<file path="src/rtl/mem_coalesce_splitter_pkg.sv">
// Shared load/store types and helpers for the warp request splitter.
// Holds address/mask typedefs plus the leader-select and alignment helpers.
package mem_coalesce_splitter_pkg;

  localparam int unsigned AddressWidth   = 32;
  localparam int unsigned RegWidth       = 32;
  localparam int unsigned WarpWidth      = 4;
  localparam int unsigned BlockIdxBits   = 4;
  localparam int unsigned WriteWidthBits = 2;
  localparam int unsigned BlockAddrWidth = AddressWidth - BlockIdxBits;
  localparam int unsigned ThreadIdxBits  = (WarpWidth > 1) ? $clog2(WarpWidth) : 1;

  typedef logic [AddressWidth-1:0]   addr_t;
  typedef logic [BlockAddrWidth-1:0] block_addr_t;
  typedef logic [BlockIdxBits-1:0]   block_idx_t;
  typedef logic [WarpWidth-1:0]      act_mask_t;
  typedef logic [WriteWidthBits-1:0] write_width_t;
  typedef logic [3:0]                tag_t;
  typedef logic [ThreadIdxBits-1:0]  thread_idx_t;

  typedef logic [WarpWidth-1:0][AddressWidth-1:0] warp_addr_t;
  typedef logic [WarpWidth-1:0][RegWidth-1:0]     warp_data_t;
  typedef logic [WarpWidth-1:0][BlockIdxBits-1:0] warp_offs_t;

  // Trailing-zero count of the mask; an empty mask yields thread 0.
  function automatic thread_idx_t lowest_set(input act_mask_t m);
    thread_idx_t idx;
    idx = '0;
    for (int i = WarpWidth - 1; i >= 0; i--) begin
      if (m[i]) idx = thread_idx_t'(i);
    end
    return idx;
  endfunction

  function automatic logic is_aligned(input addr_t a, input write_width_t w);
    addr_t lsb_mask;
    lsb_mask = ~(addr_t'('1) << w);
    return (a & lsb_mask) == '0;
  endfunction

endpackage

</file>
<file path="src/rtl/mem_coalesce_splitter_block_matcher.sv">
// Combinational block matcher: picks the lowest pending thread as leader and
// gathers every pending thread whose block address equals the leader's.
module mem_coalesce_splitter_block_matcher
  import mem_coalesce_splitter_pkg::*;
(
  input  act_mask_t   i_remaining,
  input  warp_addr_t  i_addr,
  output act_mask_t   o_match,
  output block_addr_t o_blk_addr,
  output logic        o_last
);

  block_addr_t [WarpWidth-1:0] w_blk_addr;
  thread_idx_t                 w_leader;

  always_comb begin
    for (int t = 0; t < WarpWidth; t++) begin
      w_blk_addr[t] = i_addr[t][AddressWidth-1:BlockIdxBits];
    end
  end

  assign w_leader = lowest_set(i_remaining);

  // An empty pending mask reports block address 0 so the empty-request block is deterministic.
  assign o_blk_addr = (i_remaining == '0) ? '0 : w_blk_addr[w_leader];

  always_comb begin
    o_match = '0;
    for (int t = 0; t < WarpWidth; t++) begin
      o_match[t] = i_remaining[t] && (w_blk_addr[t] == o_blk_addr);
    end
  end

  assign o_last = (i_remaining & ~o_match) == '0;

endmodule

</file>
<file path="src/rtl/mem_coalesce_splitter.sv">
// Splits one warp memory request into serial per-block requests, one block per
// cycle, with a no-bubble hand-over to the next warp request on the last block.
module mem_coalesce_splitter
  import mem_coalesce_splitter_pkg::*;
(
  input  logic         clk_i,
  input  logic         rst_ni,
  input  logic         req_valid_i,
  output logic         req_ready_o,
  input  tag_t         req_tag_i,
  input  act_mask_t    req_act_mask_i,
  input  warp_addr_t   req_addr_i,
  input  warp_data_t   req_wdata_i,
  input  write_width_t req_width_i,
  output logic         blk_valid_o,
  input  logic         blk_ready_i,
  output tag_t         blk_tag_o,
  output block_addr_t  blk_addr_o,
  output act_mask_t    blk_mask_o,
  output warp_offs_t   blk_offsets_o,
  output warp_data_t   blk_wdata_o,
  output write_width_t blk_width_o,
  output logic         blk_last_o
);

  localparam logic [0:0] StIdle  = 1'b0;
  localparam logic [0:0] StSplit = 1'b1;

  logic [0:0]   r_state;
  act_mask_t    r_remaining;
  tag_t         r_tag;
  warp_addr_t   r_addr;
  warp_data_t   r_wdata;
  write_width_t r_width;

  act_mask_t    w_match;
  block_addr_t  w_blk_addr;
  logic         w_last;
  logic         w_req_hs;
  logic         w_blk_hs;

  mem_coalesce_splitter_block_matcher u_matcher (
    .i_remaining (r_remaining),
    .i_addr      (r_addr),
    .o_match     (w_match),
    .o_blk_addr  (w_blk_addr),
    .o_last      (w_last)
  );

  assign blk_valid_o = (r_state == StSplit);
  assign blk_last_o  = blk_valid_o && w_last;
  assign blk_mask_o  = w_match;
  assign blk_addr_o  = w_blk_addr;
  assign blk_tag_o   = r_tag;
  assign blk_wdata_o = r_wdata;
  assign blk_width_o = r_width;

  always_comb begin
    for (int t = 0; t < WarpWidth; t++) begin
      blk_offsets_o[t] = r_addr[t][BlockIdxBits-1:0];
    end
  end

  assign w_blk_hs    = blk_valid_o && blk_ready_i;
  // Accepting on the last-block handshake lets the next request start without a bubble.
  assign req_ready_o = (r_state == StIdle) || (w_blk_hs && blk_last_o);
  assign w_req_hs    = req_valid_i && req_ready_o;

  always_ff @(posedge clk_i or negedge rst_ni) begin
    if (!rst_ni) begin
      r_state     <= StIdle;
      r_remaining <= '0;
      r_tag       <= '0;
      r_addr      <= '0;
      r_wdata     <= '0;
      r_width     <= '0;
    end else if (w_req_hs) begin
      r_state     <= StSplit;
      r_remaining <= req_act_mask_i;
      r_tag       <= req_tag_i;
      r_addr      <= req_addr_i;
      r_wdata     <= req_wdata_i;
      r_width     <= req_width_i;
    end else if (w_blk_hs) begin
      r_remaining <= r_remaining & ~w_match;
      if (blk_last_o) r_state <= StIdle;
    end
  end

`ifndef SYNTHESIS
  logic w_req_aligned;

  always_comb begin
    w_req_aligned = 1'b1;
    for (int t = 0; t < WarpWidth; t++) begin
      if (req_act_mask_i[t] && !is_aligned(req_addr_i[t], req_width_i)) w_req_aligned = 1'b0;
    end
  end

  a_req_aligned : assert property (@(posedge clk_i) disable iff (!rst_ni)
    w_req_hs |-> w_req_aligned)
    else $error("misaligned warp request accepted");
`endif

endmodule

</file>
<file path="config.mk">
export PLATFORM = sky130hd
export DESIGN_NAME = mem_coalesce_splitter
export DESIGN_NICKNAME = d
export VERILOG_FILES = /design/src/rtl/mem_coalesce_splitter_pkg.sv /design/src/rtl/mem_coalesce_splitter_block_matcher.sv /design/src/rtl/mem_coalesce_splitter.sv
export SDC_FILE = /design/constraint.sdc
export NUM_CORES = 1
export LEC_CHECK = 0
export CORE_ASPECT_RATIO = 1.75
export CORE_MARGIN = 2
export CORE_UTILIZATION = 40
export CTS_CLUSTER_DIAMETER = 40
export DETAILED_ROUTE_END_ITERATION = 10
export GPL_TIMING_DRIVEN = 0
export MAX_ROUTING_LAYER = met4
export PLACE_DENSITY = 0.71
export SLEW_MARGIN = 10
export SYNTH_ARGS = -nofsm -noshare
export SYNTH_HDL_FRONTEND = slang
export SYNTH_HIERARCHICAL = 1
export SYNTH_SLANG_ARGS = --single-unit
export TNS_END_PERCENT = 5
</file>
<file path="constraint.sdc">
create_clock -name clk_i -period 4.4 [get_ports clk_i]
set_clock_uncertainty 0.1 [all_clocks]
set_input_delay 0.88 -clock clk_i [delete_from_list [all_inputs] [get_ports clk_i]]
set_output_delay 0.88 -clock clk_i [all_outputs]
set_load 0.05 [all_outputs]
</file>
### Word-level counts from Yosys, hierarchy flattened

Cells that the tools add are included.

* order comparisons: 1
* reduce and logical (&&, ||, !) cells: 14
* bitwise logic cells: 3
* $mul: 0
* divide/modulo/power cells: 0
* mux-type cells: 12
* equality and inequality tests: 4
* add/sub/neg operators: 0
* shift-type cells: 0

Operator list (count)
* $eq 28x28->1: 4
* $bmux 28 s2: 1
* $mux 28: 2
* $logic_and 1x1->1: 8
* $logic_not 4->1: 2
* $mux 2: 4
* $mux 4: 2
* $and 4x4->4: 1
* $not 4->4: 1
* $reduce_bool 2->1: 2
* $lt 2x3->1 const B: 1
* $mux 1: 3
* $reduce_and 2->1: 1
* $logic_or 1x1->1: 1
* $not 1->1: 1

* memory bits (writable): 0
* output and inout port bits: 185
* latch bits: 0
* memories: 0
* bits in read-only memories: 0
* logic and storage cells: 46
* register bits after elaboration: 267

### Logic depth before layout (Yosys ltp)

Gate-level depths: netlist (run 1).

* word-level depth: 18
* mapped depth: 18

### Cells and area by module

Netlist (run 1), hierarchy kept.

Modules (own cells, without submodules)
* mem_coalesce_splitter: cells an instance 595, area an instance 11083.1 um2, times used 1
* mem_coalesce_splitter_block_matcher: cells an instance 464, area an instance 2985.4 um2, times used 1

### Least setup slack after synthesis (run 1)

Ideal clock, no wire load.

* path kind: register -> output
* from: register r_remaining[2]
* to: output blk_last_o
* buffers on the path: 2
* arrival: 3.941 ns
* cell stages (with the launch flop): 12
* required time: 3.420 ns
* slack: -0.521 ns
* path through: dfrtp_1 > buf_2 > buf_4 > nor3b_2 > a22oi_1 > o21ai_0 > xor2_1 > nor4_1 > nand4_1 > nor4_2 > o221a_1 > and2_1

* longest elaborated chain between the ends: 12
* elaborated cells on any way between the ends: 19
* classes of those cells: eq/ne (4); mux (6); bitwise (2); reduce/logical (7)

Ends and longest elaborated chain
* start, declared: line mem_coalesce_splitter.sv:30 `act_mask_t r_remaining;`
* start signal, assigned: line mem_coalesce_splitter.sv:79 `r_remaining <= req_act_mask_i;`
* start signal, assigned: line mem_coalesce_splitter.sv:85 `r_remaining <= r_remaining & ~w_match;`
* $mux 2 (3 in a row): line mem_coalesce_splitter_pkg.sv:30 `if (m[i]) idx = thread_idx_t'(i);`
* $bmux 28 s2: line mem_coalesce_splitter_block_matcher.sv:25 `assign o_blk_addr = (i_remaining == '0) ? '0 : w_blk_addr[w_leader];`
* $mux 28 (implied by the code): line mem_coalesce_splitter_block_matcher.sv:25
* $mux 28 *: line mem_coalesce_splitter_block_matcher.sv:25
* net blk_addr_o[21]: line mem_coalesce_splitter.sv:18 `output block_addr_t blk_addr_o,`
* $eq 28x28->1: line mem_coalesce_splitter_block_matcher.sv:30 `o_match[t] = i_remaining[t] && (w_blk_addr[t] == o_blk_addr);`
* $logic_and 1x1->1: line mem_coalesce_splitter_block_matcher.sv:30
* $not 4->4 *: line mem_coalesce_splitter_block_matcher.sv:34 `assign o_last = (i_remaining & ~o_match) == '0;`
* $and 4x4->4 *: line mem_coalesce_splitter_block_matcher.sv:34
* $logic_not 4->1 *: line mem_coalesce_splitter_block_matcher.sv:34
* net w_last: line mem_coalesce_splitter.sv:38 `logic w_last;`
* $logic_and 1x1->1 *: line mem_coalesce_splitter.sv:51 `assign blk_last_o = blk_valid_o && w_last;`
* end, declared: line mem_coalesce_splitter.sv:23 `output logic blk_last_o`

Mark *: on every way through the listed nets, which the timed path passes. The rest lies on a longest branch. The select of a mux whose other input is x is not followed.

### Worst setup path after layout (run 1)

* from: register r_remaining[0]
* to: output blk_last_o

* longest elaborated chain between the ends: 10
* elaborated cells on any way between the ends: 17
* classes of those cells: eq/ne (4); mux (4); bitwise (2); reduce/logical (7)

Ends and longest elaborated chain (line)
* $mux 2: mem_coalesce_splitter_pkg.sv:30
* $bmux 28 s2: mem_coalesce_splitter_block_matcher.sv:25
* $mux 28 (implied by the code): mem_coalesce_splitter_block_matcher.sv:25
* $mux 28: mem_coalesce_splitter_block_matcher.sv:25
* $eq 28x28->1: mem_coalesce_splitter_block_matcher.sv:30
* $logic_and 1x1->1: mem_coalesce_splitter_block_matcher.sv:30
* $not 4->4: mem_coalesce_splitter_block_matcher.sv:34
* $and 4x4->4 *: mem_coalesce_splitter_block_matcher.sv:34
* $logic_not 4->1 *: mem_coalesce_splitter_block_matcher.sv:34
* net w_last: mem_coalesce_splitter.sv:38
* $logic_and 1x1->1 *: mem_coalesce_splitter.sv:51

Marked as above.

==> reports/results.ini, run 1 <==
[status]
status = complete, but fails checks
failed_checks = negative setup slack

[critical_path]
required_ps = 3420
cp-start-kind = register
crit_arrival_ps = 3970
reg2reg_slack_ps = -230
endpoint_kind = output pin
path_class = register to output pin
cp_max_fo = 10

[timing]
fmax_mhz = 202
setup_viol = 267
fin_crit_ps = 4950
rsz0062_at_grt = true
worstMarginPinSlew_ps = 670
setup_slack_ps = -547
slew_headroom_pct = 55.0
drv_slew = 0
hold_viol_final = 0
final_min_period_over_clock_period_pct = 112

[yosys]
syn_nets = 1329
async_flop_share_pct = 100
synth_top_area_share_pct = 47.5
yosys_warnings = 6
synth_seq_cells = 267
synth.largest_area_cell = dfrtp_1
netlist_area_um2 = 14100
yosys-top-cells-area = dfrtp_1 (47%), mux2_4 (25%), buf_6 (2.6%)
yosysUniqueCellTypes = 78
avgSynthCellArea_um2 = 13.3
synth_cells = 1059
yosysSeqAreaShare_pct = 47.5
synth-edff-count = 0
synth_ff_type = dfrtp_1

[drt]
ant_nets = 0
vias_per_cell = 5.50
num_vias = 11400
wl_per_cell_um = 26.8
drcViolationCount = 0
firstDrtPassIters = 5
wirelength_um = 55700
dr.first_iter.drc_count = 682

[die]
dieArea_um2 = 36700
die_y_um = 252
die_x_um = 146
io_pins = 455
coreArea_um2 = 34600
start_util_pct = 40.7
rows = 90

[global_route]
grt_pass1_vias = 11900
overflow = 0
grt_usage_pct = 30.3
grt_max_degree = 110
antenna_found_initial = 1
grt_pass1_wl_um = 80200

[placement]
portBuffers = 454
post-place-ws_ps = -1540
post-dp-hpwl_um = 42400
routabilityCongestion = 1.01

[cells_and_area]
final_common_cell = clkdlybuf4s50_1
final_cell_mix = clkdlybuf4s50_1 (448), dfrtp_1 (265), mux2_4 (236), buf_4 (73), nand2_1 (39)
syn_to_final_growth_pct = 51.3
layout-drive-gt1-share_pct = 32.5
nets = 1865

[clock_tree]
cts_root_buffer = clkbuf_16
h-tree-depth = 1
cts_tree = built
path_clk_slew_ps = 70
cts_made_buffers = 29
cts_buffer_depth = 3
clock_latency_ps = 560
cts_sinks = 267

[hold_path]
min_path_type = input port to asynchronous set/reset pin

[flow_run]
max-cap-violations = 0

[synth_stat cells (all sizes together) (5+ instances only)]
cell type and n:
dfrtp 267, mux2 264, buf 70, o21ai 49
a21oi 41, nand2 39, nor2 25, inv 22
xor2 21, nand3 19, a22oi 17, xnor2 17
a31oi 13, o22ai 13, and2 12, nand4 12
nand2b 11, mux2i 9, nor2b 9, nor3 9
nor4 9, o211ai 9, a22o 7, clkbuf 6
a211oi 5, a21boi 5, a32oi 5, o2111ai 5
or4 5
[critical path, stage by stage (launching register included)]
cell,delay [ps]
dfrtp_2,470
buf_4,160
nor3b_4,230
buf_12,160
buf_4,250
a22o_1,240
a21oi_4,80
xnor2_1,180
nor4_4,360
nand4_1,290
nor4_4,340
o221a_1,310
and2_4,170
buf_12,140
[registers in the layout, indices dropped and copies added (netlist names)]
| signal | cells |
|---|---|
| r_remaining | 4 |
| blk_offsets_o | 16 |
| blk_width_o | 2 |
| blk_valid_o | 1 |
| blk_wdata_o | 128 |
| blk_tag_o | 4 |
| r_addr | 112 |
[area by class of cell]
type,count,area (um^2)
Timing Repair Buffer,506,5090
Sequential cell,267,6680
Buffer,75,815
Inverter,22,82.6
Multi-Input combinational cell,694,7130
Tap cell,460,576
Fill cell,2855,13300
Antenna cell,1,2.50
Clock inverter,15,128
Clock buffer,37,786
[kinds of logic (layout without fill, tap and decap cells)]
logic type                after synthesis  after routing  share of synthesized area (%)
other                                   0              1                              0
xor gates and xnor gates               38             38                           2.37
muxes                                 273            273                           28.1
AOI/OAI and AO/OA                     207            207                           9.97
buffers and inverters                  98            655                           4.97
and+or+nand+nor                       176            176                           7.13
DFF                                   267            267                           47.5
[path summary, 6_finish.rpt]
path | to | from | cells past startpoint
setup / recovery | blk_last_o | r_remaining[0]$_DFFE_PN0P_ | 13
hold / removal | blk_wdata_o[62]$_DFFE_PN0P_ | rst_ni | 1
setup reg to reg | blk_wdata_o[64]$_DFFE_PN0P_ | r_remaining[0]$_DFFE_PN0P_ | 18
hold reg to reg | blk_width_o[0]$_DFFE_PN0P_ | blk_width_o[0]$_DFFE_PN0P_ | 1
max in group asynchronous | blk_wdata_o[16]$_DFFE_PN0P_ | rst_ni | 2
min in group clk_i | blk_width_o[0]$_DFFE_PN0P_ | blk_width_o[0]$_DFFE_PN0P_ | 1
[metrics by stage]
stage | instances | instance area (um^2) | utilization (%) | setup TNS (ps) | hold WS [ps]
6_report | 2077 | 21300 | 61.6 | -48980 | 120
5_1_grt | 2077 | 21300 | 61.6 | -57280 | 134
4_1_cts | 2063 | 21000 | 60.7 | -25080 | 120
3_5_place_dp | 1975 | 19300 | 55.7 | -244450 | 391
3_3_place_gp | 1973 | 19200 | 55.6 | -2625690 | 390
2_1_floorplan | 1059 | 14100 | - | 0 | 374
[what timing repair did]
action | in CTS | in global routing
buffers inserted | 36 | 10
gates cloned | 1 | 3
pin swaps | 34 | 14
resized for setup | 151 | 39
setup endpoints to repair | 285 | 272
hold buffers | 0 | 0
[layer usage]
layer | track usage, % | wire (um)
met5 | - | 0
met4 | 16.0 | 3450
met3 | 4.28 | 3440
met2 | 54.7 | 29700
met1 | 31.8 | 19200
Power of run 1 is not shown: default switching activity piles up to over one toggle a cycle in this logic, so the estimate is an artifact.
==> run 2, diff against run 1 <==
--- a/config.mk
+++ b/config.mk
@@ -5,17 +5,15 @@
 export SDC_FILE = /design/constraint.sdc
 export NUM_CORES = 1
 export LEC_CHECK = 0
-export CORE_ASPECT_RATIO = 1.75
 export CORE_MARGIN = 2
 export CORE_UTILIZATION = 40
 export CTS_CLUSTER_DIAMETER = 40
 export DETAILED_ROUTE_END_ITERATION = 10
 export GPL_TIMING_DRIVEN = 0
 export MAX_ROUTING_LAYER = met4
-export PLACE_DENSITY = 0.71
+export PLACE_DENSITY = 0.7
 export SLEW_MARGIN = 10
 export SYNTH_ARGS = -nofsm -noshare
 export SYNTH_HDL_FRONTEND = slang
-export SYNTH_HIERARCHICAL = 1
 export SYNTH_SLANG_ARGS = --single-unit
 export TNS_END_PERCENT = 5
==> run 2 against run 1 <==
  * The flow still finishes with violations (negative setup slack)
  * Setup slack improved by 74 ps
  * Via count is 20% higher
  * Synthesized cell count rose by 19%
  * Core utilization rose by 0.30 points
  * Worst hold slack improved by 57 ps
  * Critical path depth up 1
  * Critical endpoint unchanged
  * Highest routed layer unchanged
==> reports/results.ini, run 2 <==
[status]
status = complete, but fails checks  ; unchanged
failed_checks = negative setup slack  ; unchanged

[clock_tree]
cts_root_buffer = clkbuf_16  ; unchanged
path_clk_slew_ps = 50  ; was 70 ps
h-tree-depth = 2  ; was 1
cts_tree = built  ; unchanged
cts_made_buffers = 41  ; was 29
cts_sinks = 267  ; unchanged
clock_latency_ps = 570  ; was 560 ps
cts_buffer_depth = 3  ; unchanged

[drt]
vias_per_cell = 5.81  ; was 5.50
dr.first_iter.drc_count = 1272  ; was 682
wl_met2_um = 33500  ; was 29700 um
num_vias = 13700  ; was 11.4k
dr_wl_met3_um = 6070  ; was 3440 um
wl_per_cell_um = 30.0  ; was 26.8 um
wirelength_um = 70900  ; was 55700 um
firstDrtPassIters = 6  ; was 5
drcViolationCount = 0  ; unchanged
ant_nets = 0  ; unchanged
routed.top_layer = met4  ; unchanged
wl_met1_um = 28000  ; was 19200 um

[timing]
setup_viol = 5  ; was 267
fmax_mhz = 205  ; was 202 MHz
fin_crit_ps = 4870  ; was 4950 ps
worstMarginPinSlew_ps = 1020  ; was 670 ps
rsz0062_at_grt = true  ; unchanged
whs_ps = 177  ; was 120 ps
fin_setup_tns_ps = -1550  ; was -48980 ps
hold_viol_final = 0  ; unchanged
final_min_period_over_clock_period_pct = 111  ; was 112%
setup_slack_ps = -473  ; was -547 ps
drv_slew = 0  ; unchanged
slew_headroom_pct = 30.3  ; was 55.0%

[global_route]
antenna_found_initial = 2  ; was 1
grt_pass1_vias = 14000  ; was 11.9k
grt_usage_pct = 36.3  ; was 30.3%
grt_max_degree = 105  ; was 110
overflow = 0  ; unchanged
grt_pass1_wl_um = 99500  ; was 80200 um

[cells_and_area]
syn_to_final_growth_pct = 52.6  ; was 51.3%
largest_reg_flops = 128  ; unchanged
finalInstanceArea_um2 = 23300  ; was 21300 um^2
final_cell_mix = clkdlybuf4s50_1 (447), dfrtp_1 (262), mux2_4 (246), buf_4 (71), nand2_1 (64)  ; was clkdlybuf4s50_1 (448), dfrtp_1 (265), mux2_4 (236), buf_4 (73), nand2_1 (39)
nets = 2089  ; was 1865
postLayoutCoreUtil_pct = 61.9  ; was 61.6%
final_common_cell = clkdlybuf4s50_1  ; unchanged
layout-drive-gt1-share_pct = 31.7  ; was 32.5%
fillers = 3085  ; was 2855

[yosys]
netlist_area_um2 = 15300  ; was 14100 um^2
synth_cells = 1265  ; was 1059
synthSimpleGateAreaFrac_pct = 9.84  ; was 7.13%
synth_top_area_share_pct = 43.7  ; was 47.5%
synth-edff-count = 0  ; unchanged
async_flop_share_pct = 100  ; unchanged
synth.most_common_cell = dfrtp_1  ; unchanged
synth.largest_area_cell = dfrtp_1  ; unchanged
yosysSeqAreaShare_pct = 43.7  ; was 47.5%
muxShareOfSynthArea_pct = 25.7  ; was 28.1%
synth_top_family_by_area = multiplexers  ; unchanged
yosysUniqueCellTypes = 88  ; was 78
synthAdderAreaFrac_pct = 0  ; unchanged
yosys-top-cells-area = dfrtp_1 (44%), mux2_4 (24%), buf_6 (2.2%)  ; was dfrtp_1 (47%), mux2_4 (25%), buf_6 (2.6%)
synth_ff_type = dfrtp_1  ; unchanged
synth_compound_area_share_pct = 14.1  ; was 9.97%
synth_common_cells = dfrtp_1 (267), mux2_4 (246), nand2_1 (66), a21oi_1 (62), inv_1 (59)  ; was dfrtp_1 (267), mux2_4 (236), o21ai_0 (47), a21oi_1 (40), nand2_1 (39)
synth_xor_area_share_pct = 0.631  ; was 2.37%
synth_seq_cells = 267  ; unchanged
avgSynthCellArea_um2 = 12.1  ; was 13.3 um^2
yosys_warnings = 0  ; was 6
syn_nets = 1535  ; was 1329

[flow_run]
max-cap-violations = 0  ; unchanged

[placement]
routabilityCongestion = 1.02  ; was 1.01
post-dp-hpwl_um = 53400  ; was 42400 um
portBuffers = 454  ; unchanged
placedInstanceArea_um2 = 20500  ; was 19300 um^2

[critical_path]
endpoint_kind = output pin  ; unchanged
path_class = register to output pin  ; unchanged
crit_arrival_ps = 3890  ; was 3970 ps
cp-start-kind = register  ; unchanged
cp_max_fo = 8  ; was 10
required_ps = 3420  ; about the same

[die]
die_x_um = 199  ; was 146 um
dieArea_um2 = 39800  ; was 36700 um^2
coreArea_um2 = 37700  ; was 34600 um^2
rows = 71  ; was 90
io_pins = 455  ; unchanged
die_y_um = 199  ; was 252 um
start_util_pct = 40.5  ; was 40.7%

[hold_path]
min_path_type = input port to asynchronous set/reset pin  ; unchanged

-- run 2: worst paths after layout --
kind | endpoint | slack [ps] | cells after the start | start
max | blk_last_o | -470 | 14 | r_remaining[2]$_DFFE_PN0P_
min | r_addr[37]$_DFFE_PN0P_ | 180 | 1 | rst_ni
max reg2reg | r_addr[9]$_DFFE_PN0P_ | 100 | 16 | r_remaining[0]$_DFFE_PN0P_
min reg2reg | blk_wdata_o[120]$_DFFE_PN0P_ | 410 | 1 | blk_wdata_o[120]$_DFFE_PN0P_
max in group asynchronous | r_addr[100]$_DFFE_PN0P_ | 2670 | 3 | rst_ni
min in group clk_i | blk_wdata_o[120]$_DFFE_PN0P_ | 410 | 1 | blk_wdata_o[120]$_DFFE_PN0P_
-- run 2: critical path, stage by stage, from the launching register on --
cell	delay (ps)
dfrtp_2	420
buf_8	140
buf_12	140
buf_12	130
buf_8	130
buf_6	100
nand3b_1	190
a32o_2	360
a32oi_1	200
o2111ai_1	150
or4_4	600
o31ai_4	330
nand3_2	130
nor2_2	110
buf_6	180
-- run 2: cells by family (layout without fill, tap and decap cells) --
| family | after synthesis | count (layout) |
|---|---|---|
| and+or+nand+nor | 270 | 270 |
| xor gates and xnor gates | 11 | 11 |
| DFF | 267 | 267 |
| other | 0 | 2 |
| AOI/OAI and AO/OA | 293 | 293 |
| muxes | 266 | 266 |
| buffers and inverters | 158 | 744 |
-- run 2: layer usage --
layer,vias to the layer above,track usage [%]
met4,0,14.0
met5,-,-
met1,6887,44.7
met3,231,8.10
met2,820,58.1
li1,5798,-
-- run 2: area by class of cell --
| class | instances | area, um^2 | share of cell area, % |
|---|---|---|---|
| clock inverters | 27 | 333 | 1.43 |
| plain buffers | 90 | 885 | 3.80 |
| inverters | 62 | 233 | 0.998 |
| repair buffers | 517 | 5130 | 22.0 |
| diodes | 2 | 5.00 | 0.0215 |
| well taps | 511 | 639 | 2.74 |
| flip-flops and latches | 267 | 6690 | 28.7 |
| clock buffers | 48 | 1120 | 4.82 |
| multi-input cells | 840 | 8270 | 35.5 |
-- run 2: what timing repair did --
action                                 CTS  global route
hold buffers                             0             0
setup endpoints to repair              294           269
endpoints found under the hold margin    0             0
buffers inserted                        20            41
pin swaps                               23            37
resized for setup                      174            84
-- run 2: stage by stage --
| step | setup WS, ps | std cells |
|---|---|---|
| 6_report | -473 | 2364 |
| 5_1_grt | -533 | 2364 |
| 4_1_cts | -406 | 2321 |
| 3_5_place_dp | -1520 | 2232 |
| 3_3_place_gp | -9020 | 2230 |
| 2_1_floorplan | -114 | 1265 |
Power of run 2 is left out for the same reason.
==> run 3, diff against run 2 <==
--- a/config.mk
+++ b/config.mk
@@ -9,9 +9,8 @@
 export CORE_UTILIZATION = 40
 export CTS_CLUSTER_DIAMETER = 40
 export DETAILED_ROUTE_END_ITERATION = 10
-export GPL_TIMING_DRIVEN = 0
 export MAX_ROUTING_LAYER = met4
-export PLACE_DENSITY = 0.7
+export PLACE_DENSITY = 0.71
 export SLEW_MARGIN = 10
 export SYNTH_ARGS = -nofsm -noshare
 export SYNTH_HDL_FRONTEND = slang
==> run 3 against run 2 <==
  * The flow still finishes with violations (negative setup slack)
  * Die area unchanged
  * Sequential cell count unchanged
  * Non-clock buffer count increased by 107
  * Final area is 3.3% higher
  * Critical endpoint unchanged
  * Via count up 1.8%
  * Critical path depth down 5
  * Clock-buffer cell count rose by 3
  * Highest routed layer unchanged
  * Wire length grew 0.11%
  * First-iteration DRC count fell by 4.8%
  * Global-route usage fell by 0.22 points
  * Register-to-register slack got worse by 210 ps
==> reports/results.ini, run 3 (same netlist as run 2, synthesis figures left out) <==
[status]
status = complete, but fails checks  ; unchanged
failed_checks = negative setup slack  ; unchanged

[placement]
routabilityCongestion = 1.09  ; was 1.02
portBuffers = 454  ; unchanged
post-dp-hpwl_um = 53600  ; was 53400 um

[drt]
routed.top_layer = met4  ; unchanged
dr_wl_met3_um = 5440  ; was 6070 um
ant_nets = 0  ; unchanged
wl_met1_um = 27500  ; was 28000 um
vias_per_cell = 5.66  ; was 5.81
wl_met2_um = 33600  ; was 33500 um
num_vias = 14000  ; was 13.7k
dr.first_iter.drc_count = 1211  ; was 1272
wl_per_cell_um = 28.7  ; was 30.0 um
firstDrtPassIters = 6  ; unchanged
drcViolationCount = 0  ; unchanged
wirelength_um = 71000  ; was 70900 um

[die]
coreArea_um2 = 37700  ; unchanged
die_x_um = 199  ; unchanged
dieArea_um2 = 39800  ; unchanged
start_util_pct = 40.5  ; unchanged
die_y_um = 199  ; unchanged
rows = 71  ; unchanged
io_pins = 455  ; unchanged

[timing]
rsz0062_at_grt = true  ; unchanged
worstMarginPinSlew_ps = 712  ; was 1020 ps
final_min_period_over_clock_period_pct = 111  ; about the same
slew_headroom_pct = 52.4  ; was 30.3%
fmax_mhz = 205  ; about the same
setup_viol = 231  ; was 5
setup_slack_ps = -476  ; was -473 ps
hold_viol_final = 0  ; unchanged
fin_crit_ps = 4880  ; was 4870 ps
drv_slew = 0  ; unchanged

[global_route]
grt_pass1_vias = 14400  ; was 14.0k
grt_usage_pct = 36.0  ; was 36.3%
grt_pass1_wl_um = 99100  ; was 99500 um
grt_max_degree = 82  ; was 105
antenna_found_initial = 2  ; unchanged
overflow = 0  ; unchanged

[cells_and_area]
final_common_cell = clkdlybuf4s50_1  ; unchanged
ff_latch_area_um2 = 6690  ; about the same
syn_to_final_growth_pct = 57.7  ; was 52.6%
postLayoutCoreUtil_pct = 63.9  ; was 61.9%
fillers = 2987  ; was 3085
final_cell_mix = clkdlybuf4s50_1 (420), dfrtp_1 (260), mux2_4 (246), buf_4 (230), nand2_1 (64)  ; was clkdlybuf4s50_1 (447), dfrtp_1 (262), mux2_4 (246), buf_4 (71), nand2_1 (64)
nets = 2196  ; was 2089
multiInputGateArea_um2 = 8080  ; was 8270 um^2
layout-drive-gt1-share_pct = 35.8  ; was 31.7%
largest_reg_flops = 128  ; unchanged

[clock_tree]
cts_root_buffer = clkbuf_16  ; unchanged
path_clk_slew_ps = 50  ; about the same
cts_buffer_depth = 3  ; unchanged
cts_tree = built  ; unchanged
h-tree-depth = 2  ; unchanged
cts_made_buffers = 41  ; unchanged
clock_latency_ps = 580  ; was 570 ps
cts_sinks = 267  ; unchanged

[pwr]
p_switching_mw = 12.1
switching_share_pct = 48.7
power.density_nw_per_um2 = 1030
sequentialPowerShare_pct = 21.4
share_comb_of_total_power_pct = 65.4
power_leakage_nw = 11.2
peakVddDrop_v = 0.000650
clkPwrFrac_pct = 13.2
internal_power_mw = 12.8
total_power_mw = 24.9

[critical_path]
endpoint_kind = output pin  ; unchanged
cp-start-kind = register  ; unchanged
r2r_cells = 19  ; was 16
cp_max_fo = 7  ; was 8
path_class = register to output pin  ; unchanged
reg2reg_slack_ps = -110  ; was 100 ps
crit_arrival_ps = 3900  ; was 3890 ps
reg2reg_to = r_addr[16]$_DFFE_PN0P_  ; was r_addr[9]$_DFFE_PN0P_
required_ps = 3420  ; about the same
r2r_start = r_remaining[0]$_DFFE_PN0P_  ; unchanged

[hold_path]
min_path_type = input port to asynchronous set/reset pin  ; unchanged

[flow_run]
max-cap-violations = 0  ; unchanged

## run 3: power by group through the flow
| stage | registers, mW | logic (mW) | clock network, mW |
|---|---|---|---|
| final | 5.33 | 16.3 | 3.28 |
| after global routing | 5.40 | 16.8 | 3.44 |
| after CTS | 5.25 | 15.6 | 3.33 |
| after detailed placement | 5.18 | 15.0 | 0 |
| after global placement | 5.22 | 15.0 | 0 |
| after floorplan | 6.82 | 6.83 | 0 |
## run 3: stage by stage
step                TNS [ps]  instance area [um^2]  cells  worst slack, ps  hold WS, ps
finish                -11670                 24100   2471             -476          226
CTS                    -1480                 23500   2435             -338          234
floorplan               -114                 15300   1265             -114          380
global placement        -497                 21600   2336             -265          393
detailed placement      -204                 21600   2336             -121          393
global route          -32300                 24100   2470             -465          275
## run 3: critical path, stage by stage, from the launching register on
cell,delay [ps]
dfrtp_1,580
inv_1,140
a221o_1,340
a221oi_1,530
o21ai_0,170
or4_4,540
o41ai_4,530
nand3_2,170
nor2_4,170
buf_12,150
## run 3: worst max path at each step
stage / from / end / slack, ps / cells after the start
2_1_floorplan: r_remaining[0]$_DFFE_PN0P_ / blk_last_o / -110 / 10
4_1_cts: r_remaining[0]$_DFFE_PN0P_ / blk_last_o / -340 / 13
3_3_place_gp: r_remaining[3]$_DFFE_PN0P_ / blk_last_o / -270 / 14
6_report: r_addr[126]$_DFFE_PN0P_ / blk_last_o / -480 / 9
3_5_place_dp: r_remaining[2]$_DFFE_PN0P_ / blk_last_o / -120 / 11
5_1_grt: r_remaining[0]$_DFFE_PN0P_ / blk_last_o / -460 / 11
## run 3: area by class of cell
type                    count  share of cell area [%]
multi-input cells         840                    33.6
inverters                  62                   0.987
flip-flops and latches    267                    27.8
clock buffers              51                    4.58
repair buffers            714                    29.3
diodes                      3                  0.0312
clock inverters            23                    1.14
well taps                 511                    2.65
## run 3: routing by layer
| layer | up-vias | GRT usage, % |
|---|---|---|
| met4 | 0 | 19.1 |
| met3 | 208 | 7.11 |
| li1 | 5994 | - |
| met5 | - | - |
| met2 | 801 | 57.9 |
| met1 | 6978 | 43.0 |
## run 3: timing repair
item	CTS	global route
pin swaps	30	39
setup buffers	22	32
resized for setup	68	60
hold buffers	0	0
cloned	3	3
endpoints found under the setup margin	25	258
No activity file was read; power rests on OpenSTA's default activity.
